<file path="src/rtl/arbitro_pkg.sv">
// Shared types and constants for the four-lane byte arbiter feeding the 8-to-32 converter.
package arbitro_pkg;

  localparam int unsigned N_CARRILES        = 4;
  localparam int unsigned BYTES_POR_PALABRA = 4;
  localparam int unsigned ANCHO_DATO        = 8;

  typedef logic [1:0] id_carril_t;
  typedef logic [1:0] fase_t;

endpackage

</file>
<file path="src/rtl/arbitro_rr_prioridad.sv">
// Combinational round-robin priority encoder: the search starts just above the last winner.
module arbitro_rr_prioridad
  import arbitro_pkg::*;
(
  input  logic [N_CARRILES-1:0] elegibles,
  input  id_carril_t            ultimo,
  output logic                  hay_ganador,
  output id_carril_t            ganador
);

  id_carril_t cand;

  // Walk from farthest to nearest so the nearest eligible lane after ultimo wins last.
  always_comb begin
    hay_ganador = 1'b0;
    ganador     = '0;
    cand        = '0;
    for (int k = N_CARRILES; k >= 1; k--) begin
      cand = id_carril_t'(int'(ultimo) + k);
      if (elegibles[cand]) begin
        hay_ganador = 1'b1;
        ganador     = cand;
      end
    end
  end

endmodule

</file>
<file path="src/rtl/arbitro_bits8_carriles.sv">
// Round-robin scheduler sharing one byte lane among four requesters, one 4-byte word per slot.
module arbitro_bits8_carriles #(
  parameter int unsigned ANCHO_DATO = 8,
  parameter int unsigned N_CARRILES = 4
) (
  input  logic                             clk_4f,
  input  logic                             reset,
  input  logic [N_CARRILES-1:0]            req,
  input  logic [N_CARRILES-1:0]            mascara,
  input  logic [N_CARRILES*ANCHO_DATO-1:0] data_carril,
  output logic [N_CARRILES-1:0]            pop,
  output logic                             valid_out,
  output logic [ANCHO_DATO-1:0]            Data_out,
  output logic                             sof_out,
  output logic [1:0]                       carril_out,
  output logic [1:0]                       fase_out
);

  import arbitro_pkg::id_carril_t;
  import arbitro_pkg::fase_t;
  import arbitro_pkg::BYTES_POR_PALABRA;

  localparam fase_t FASE_ULTIMA = fase_t'(BYTES_POR_PALABRA - 1);

  fase_t                   fase;
  id_carril_t              ultimo;
  id_carril_t              grant;
  logic                    activo;
  logic [N_CARRILES-1:0]   elegibles;
  logic                    hay_ganador;
  id_carril_t              ganador;
  logic                    ocupado;
  id_carril_t              carril;
  logic [ANCHO_DATO-1:0]   byte_sel;

  assign elegibles = req & mascara;

  arbitro_rr_prioridad u_rr (
    .elegibles   (elegibles),
    .ultimo      (ultimo),
    .hay_ganador (hay_ganador),
    .ganador     (ganador)
  );

  // Phase 0 serves the fresh winner directly; later phases replay the registered grant.
  always_comb begin
    ocupado = 1'b0;
    carril  = '0;
    if (fase == '0) begin
      ocupado = hay_ganador;
      carril  = hay_ganador ? ganador : id_carril_t'(0);
    end else begin
      ocupado = activo;
      carril  = activo ? grant : id_carril_t'(0);
    end
  end

  assign pop      = (reset && ocupado) ? (N_CARRILES'(1) << carril) : '0;
  assign byte_sel = data_carril[ANCHO_DATO*int'(carril) +: ANCHO_DATO];

  always_ff @(posedge clk_4f) begin
    if (!reset) begin
      fase       <= '0;
      ultimo     <= id_carril_t'(N_CARRILES - 1);
      grant      <= '0;
      activo     <= 1'b0;
      valid_out  <= 1'b0;
      Data_out   <= '0;
      sof_out    <= 1'b0;
      carril_out <= '0;
      fase_out   <= '0;
    end else begin
      fase <= (fase == FASE_ULTIMA) ? fase_t'(0) : fase + fase_t'(1);
      if (fase == '0) begin
        activo <= hay_ganador;
        if (hay_ganador) begin
          grant  <= ganador;
          ultimo <= ganador;
        end
      end
      valid_out  <= ocupado;
      Data_out   <= ocupado ? byte_sel : '0;
      sof_out    <= ocupado && (fase == '0);
      carril_out <= carril;
      fase_out   <= fase;
    end
  end

endmodule
</file>
<file path="config.mk">
export PLATFORM = sky130hd
export DESIGN_NAME = arbitro_bits8_carriles
export DESIGN_NICKNAME = d
export VERILOG_FILES = /design/src/rtl/arbitro_pkg.sv /design/src/rtl/arbitro_rr_prioridad.sv /design/src/rtl/arbitro_bits8_carriles.sv
export SDC_FILE = /design/constraint.sdc
export NUM_CORES = 1
export LEC_CHECK = 0
export ABC_AREA = 1
export CAP_MARGIN = 15
export CORE_AREA = 4 4 55 57
export CTS_BUF_LIST = sky130_fd_sc_hd__clkbuf_2 sky130_fd_sc_hd__clkbuf_4 sky130_fd_sc_hd__clkbuf_8
export CTS_CLUSTER_DIAMETER = 200
export DETAILED_ROUTE_END_ITERATION = 10
export DIE_AREA = 0 0 59 61
export DONT_BUFFER_PORTS = 1
export PLACE_DENSITY = 0.68
export SYNTH_ARGS = -nofsm -noshare
export SYNTH_HDL_FRONTEND = slang
export SYNTH_SLANG_ARGS = --single-unit
</file>
<file path="constraint.sdc">
create_clock -name clk_4f -period 2.6 [get_ports clk_4f]
set_input_delay 0.65 -clock clk_4f [delete_from_list [all_inputs] [get_ports clk_4f]]
set_output_delay 0.65 -clock clk_4f [all_outputs]
set_load 0.05 [all_outputs]
</file>
==> impl_metrics.json, run 1 <==
{
  "run_status": "finished with violations",
  "violations": "negative setup slack",
  "crit_slowest_cell": "dfxtp_2",
  "totalWireLength_microns": 3613,
  "cp_num_buf_inv": 4,
  "drt_iter0_drc": 43,
  "synth.most_common_cell": "nand2_1",
  "drv_slew": 0,
  "period_share_pct": 102.4,
  "cts_buffers": 3,
  "grt_usage_pct": 19.34,
  "power.internal_w": 0.001117,
  "hold_violations": 0,
  "crit_chain": "buf_6, buf_6, nand3_2, nand2_2, nor2_4, nand3_4, nor2_4, nor2_4, o21ai_4, buf_6, nor3_4, buf_6",
  "clkPwrFrac_pct": 7.3,
  "antenna_found_initial": 0,
  "min_period_ps": 2661,
  "async_flop_share_pct": 0,
  "syn_area_sq_um": 1346,
  "synth_top_area_share_pct": 29.74,
  "cts_hold_buf": 0,
  "finalClockSkew_ps": 4.347,
  "syn-num-nets": 243,
  "max_stage_delay_ps": 380,
  "dp_hpwl_microns": 2561,
  "syn-instance-count": 199,
  "cp.required_ps": 1950,
  "yosysUniqueCellTypes": 26,
  "die_y_microns": 61,
  "cts_tree": "built",
  "clkTransAtPathRegs_ps": 110,
  "wl_per_cell_microns": 14.45,
  "fp.dieW_microns": 59,
  "clk_path_buf_depth": 2,
  "area_delta_synth_final_pct": 29.18,
  "crit_path_start_kind": "register",
  "gp_congestion": 0.9036,
  "io_pins": 60,
  "hold_ws_ps": 436.8,
  "final_nets": 265,
  "irDropWorstVdd_mv": 0.8586,
  "dr.pass1.iters": 4,
  "maxCapViolCount": 0,
  "vias": 1412,
  "synth_common_cells": "nand2_1 (61), nand3_1 (34), dfxtp_1 (20), inv_1 (15), nand2_2 (14)",
  "critPathKind": "register to output port",
  "p_seq_share_pct": 27.7,
  "initial_core_util_pct": 54.34,
  "htree_levels": 1,
  "antenna_cells": 0,
  "drc": 0,
  "first_global_vias": 1265,
  "grt_max_degree": 17,
  "crit_arrival_ps": 2010,
  "netSwitchingFraction_pct": 55.09,
  "coreArea_sq_um": 2477,
  "cts_root_buffer": "clkbuf_4",
  "clock.fmax_ghz": 0.3757,
  "p_sw_w": 0.001371,
  "vias_per_cell": 5.648,
  "drive_gt1_share_pct": 39.55,
  "tightestPinTransition_ps": 500.9,
  "setup_slack_ps": -61.42,
  "grt_overflow": 0,
  "ys_ff_latch": 20,
  "grt_first_pass_wirelength_microns": 5451,
  "p_leak_nw": 0.8630,
  "holdCritPathClass": "input pin to register",
  "p_comb_share_pct": 65.0,
  "powerDensity_nw_per_um2": 1431,
  "path_delay_family": "simple AND/OR/NAND/NOR gates",
  "synth-edff-count": 0,
  "synth-warning-count": 0,
  "ant_nets": 0,
  "ys_seq_area_share_pct": 29.74,
  "insertion_delay_ps": 300,
  "synth.largest_area_cell": "dfxtp_1",
  "dieArea_sq_um": 3599,
  "cpMostUsedCell": "buf_6",
  "synth-main-ff-cell": "dfxtp_1",
  "rsz0062_at_grt": "true",
  "cts.sinks": 20,
  "ys_top_cells_by_area": "dfxtp_1 (30%), nand2_1 (17%), nand3_1 (13%)",
  "avgSynthCellArea_sq_um": 6.765,
  "endpoint_kind": "output port",
  "maxSlewHeadroom_pct": 66.56,
  "fillers": 222,
  "portBuffers": 0,
  "finalSetupViolCount": 4,
  "num_rows": 18,
  "crit_fanout": 7,
  "rrSetupSlack_ps": 640,
  "pre_cts_ws_ps": 13.68
}
==> path summary, 6_finish.rpt <==
kind / cells after the start / from / endpoint
max: 12 / ultimo[0] / pop[3]
min reg2reg: 2 / fase[1] / fase_out[1]
min: 2 / reset / fase_out[0]
max reg2reg: 16 / ultimo[0] / Data_out[3]
==> cells by family after synthesis <==
group                      Yosys count  share of synthesized area, %
AOI/OAI and AO/OA                   15                         8.643
adders and majority gates            2                         1.858
buffers and inverters               25                         9.199
DFF                                 20                         29.74
and+or+nand+nor                    137                         50.56
==> worst reg2reg max path, delay by kind of cell (launching register included) <==
family / cells / cell delay (ps)
AND/OR/NAND/NOR: 11 / 880
buffers and inverters: 4 / 530
flip-flops: 1 / 380
AO/OA/AOI/OAI: 1 / 120
==> area by class of cell <==
cell class                      instances  area (sq um)  area share (%)
Multi-Input combinational cell        154         973.4           55.97
Sequential cell                        20         402.9           23.17
Timing Repair Buffer                   24         219.0           12.59
Inverter                               18         70.07           4.029
Tap cell                               30         37.54           2.158
Clock buffer                            4         36.28           2.086
==> power by group through the flow <==
stage                     clock network [W]  logic (W)  registers [W]
after floorplan                           0    0.00101       0.000689
after global placement                    0    0.00121       0.000684
after detailed placement                  0    0.00125       0.000686
after CTS                          0.000182    0.00137       0.000685
after global routing               0.000194    0.00178       0.000702
final                              0.000182    0.00162       0.000688
==> through the flow <==
step                      power, W  cells  instance area [sq um]  setup TNS [ps]  util (%)
after floorplan           0.001700    199                   1373          -553.3         -
after global placement    0.001899    236                   1471               0     59.39
after detailed placement  0.001940    236                   1471               0     59.39
after CTS                 0.002234    244                   1585          -8.476     63.99
after global routing      0.002675    250                   1739          -634.1     70.20
final                     0.002488    250                   1739          -201.1     70.20
==> flip-flops by register name, summed over array words and instances, names as in the netlist <==
| name | count |
|---|---|
| Data_out | 8 |
| activo | 1 |
| carril_out | 2 |
| fase | 2 |
| fase_out | 2 |
| grant | 2 |
| sof_out | 1 |
| ultimo | 2 |
==> timing repair <==
action | 4_1_cts | 5_1_grt
setup endpoints to repair | 4 | 4
resized for setup | 13 | 26
setup buffers | 4 | 7
pin swaps | 3 | 16
==> metal layers <==
metal,vias to the layer above,wire (microns),global-route usage [%]
met5,-,0,0
met4,0,58,5.825
met3,12,292,3.617
met2,74,1861,34.54
met1,638,1401,23.53
li1,688,-,-
==> layout by cell type, fill, tap and decap left out, drive strengths merged <==
| master | instances |
|---|---|
| a21oi | 11 |
| inv | 18 |
| o21ai | 1 |
| nor2 | 12 |
| o211ai | 2 |
| clkbuf | 4 |
| nand2 | 78 |
| nand4 | 1 |
| o21bai | 1 |
| dfxtp | 20 |
| nand3 | 39 |
| nor3b | 1 |
| buf | 24 |
| and3 | 1 |
| nor3 | 5 |
| ha | 2 |
(Power assumes the default switching activity.)
==> inputs of run 2 (changes only) <==
--- a/config.mk
+++ b/config.mk
@@ -13,7 +13,8 @@
 export DETAILED_ROUTE_END_ITERATION = 10
 export DIE_AREA = 0 0 59 61
 export DONT_BUFFER_PORTS = 1
-export PLACE_DENSITY = 0.68
+export PLACE_DENSITY_LB_ADDON = 0.12
+export SKIP_CTS_REPAIR_TIMING = 1
 export SYNTH_ARGS = -nofsm -noshare
 export SYNTH_HDL_FRONTEND = slang
 export SYNTH_SLANG_ARGS = --single-unit
==> impl_metrics.json, run 2 (synthesis gave the netlist of run 1 again) <==
{
  "run_status": "finished with violations",
  "violations": "negative setup slack",
  "ant_nets": 0,
  "drv_slew": 0,
  "critPathKind": "register to output port",
  "first_global_vias": 1253,
  "io_pins": 60,
  "largest_register": "Data_out",
  "dieArea_sq_um": 3599,
  "clock.fmax_ghz": 0.3770,
  "clk_path_buf_depth": 2,
  "period_share_pct": 102.0,
  "final_nets": 262,
  "hold_violations": 0,
  "cts_buffers": 3,
  "cts_tree": "built",
  "fp.dieW_microns": 59,
  "drc": 0,
  "dr.pass1.iters": 4,
  "coreArea_sq_um": 2477,
  "rsz0062_at_grt": "true",
  "endpoint_kind": "output port",
  "largest_register_ffs": 8,
  "antenna_cells": 0,
  "clkTransAtPathRegs_ps": 100,
  "initial_core_util_pct": 54.34,
  "vias": 1383,
  "min_period_ps": 2653,
  "crit_fanout": 6,
  "p_leak_nw": 0.8556,
  "drt_iter0_drc": 63,
  "setup_slack_ps": -52.76,
  "finalClockSkew_ps": 9.784,
  "maxCapViolCount": 0,
  "layout_commonest_cell": "nand2_1",
  "num_rows": 18,
  "dp_hpwl_microns": 2689,
  "cp.required_ps": 1950,
  "most-common-layout-cells": "nand2_1 (51), nand3_1 (32), dfxtp_1 (18), nand2_2 (18)",
  "insertion_delay_ps": 300,
  "place_area_sq_um": 1486,
  "crit_arrival_ps": 2000,
  "final_cell_area_sq_um": 1713,
  "gp_congestion": 0.8892,
  "tightestPinTransition_ps": 493.9,
  "area_delta_synth_final_pct": 27.23,
  "fillers": 219,
  "grt_first_pass_wirelength_microns": 5223,
  "portBuffers": 0,
  "grt_usage_pct": 18.67,
  "grt_max_degree": 17,
  "drive_gt1_share_pct": 38.25,
  "die_y_microns": 61,
  "pre_cts_ws_ps": 25.37,
  "crit_path_start_kind": "register",
  "totalWireLength_microns": 3545,
  "irDropWorstVdd_mv": 0.8515,
  "cts.sinks": 20,
  "rrSetupSlack_ps": 710,
  "wl_per_cell_microns": 14.35,
  "vias_per_cell": 5.599,
  "powerDensity_nw_per_um2": 1425,
  "holdCritPathClass": "input pin to register",
  "finalSetupViolCount": 4,
  "grt_overflow": 0,
  "maxSlewHeadroom_pct": 67.03,
  "cts_root_buffer": "clkbuf_4",
  "htree_levels": 1,
  "antenna_found_initial": 0
}
## run 2: worst paths after layout
path | depth (start not counted) | startpoint | to
max | 10 | ultimo[0] | pop[1]
min | 2 | reset | fase_out[1]
max reg2reg | 11 | ultimo[0] | activo
min reg2reg | 2 | fase[1] | fase_out[1]
## run 2: critical path, cell delays in order (launching register included)
cell and delay [ps]:
dfxtp_4 380, buf_6 130, nand3_1 80, nand2_2 80, nor2_4 140, nand3_4 100
nor2_4 120, nor2_4 70, o21ai_4 350, nor3_4 90, buf_12 160
## run 2: report_power, final
group | total, W | switching [W] | internal, W | leakage, nW
clock | 0.000178 | 0.0000922 | 0.0000855 | 0.0210
sequential | 0.000694 | 0.000279 | 0.000414 | 0.165
combinational | 0.00157 | 0.000986 | 0.000584 | 0.670
total | 0.00244 | 0.00136 | 0.00108 | 0.856
## run 2: layer usage
metal	GRT usage (%)	wire length (microns)
met2	30.76	1756
met5	0	0
met4	9.061	87
met1	23.37	1375
met3	3.617	325
## run 2: stage by stage
| step | utilization [%] | hold slack (ps) | power, W | setup TNS, ps | cells |
|---|---|---|---|---|---|
| 6_report | 69.14 | 447.3 | 0.002441 | -172.4 | 247 |
| 5_1_grt | 69.14 | 434.1 | 0.002627 | -677.8 | 247 |
| 4_1_cts | 61.46 | 445.7 | 0.002142 | -525.7 | 242 |
| 3_5_place_dp | 60.00 | 442.4 | 0.001962 | 0 | 238 |
| 3_3_place_gp | 60.00 | 437.4 | 0.001918 | 0 | 238 |
| 2_1_floorplan | - | 423.8 | 0.001700 | -553.3 | 199 |
## run 2: area by class of cell
type	count	area (sq um)	area share (%)
sequential	20	405.4	23.67
inverter	18	75.07	4.383
tap	30	37.54	2.191
timing repair buffer	21	188.9	11.03
clock buffer	4	36.28	2.118
multi-input combinational	154	969.7	56.61
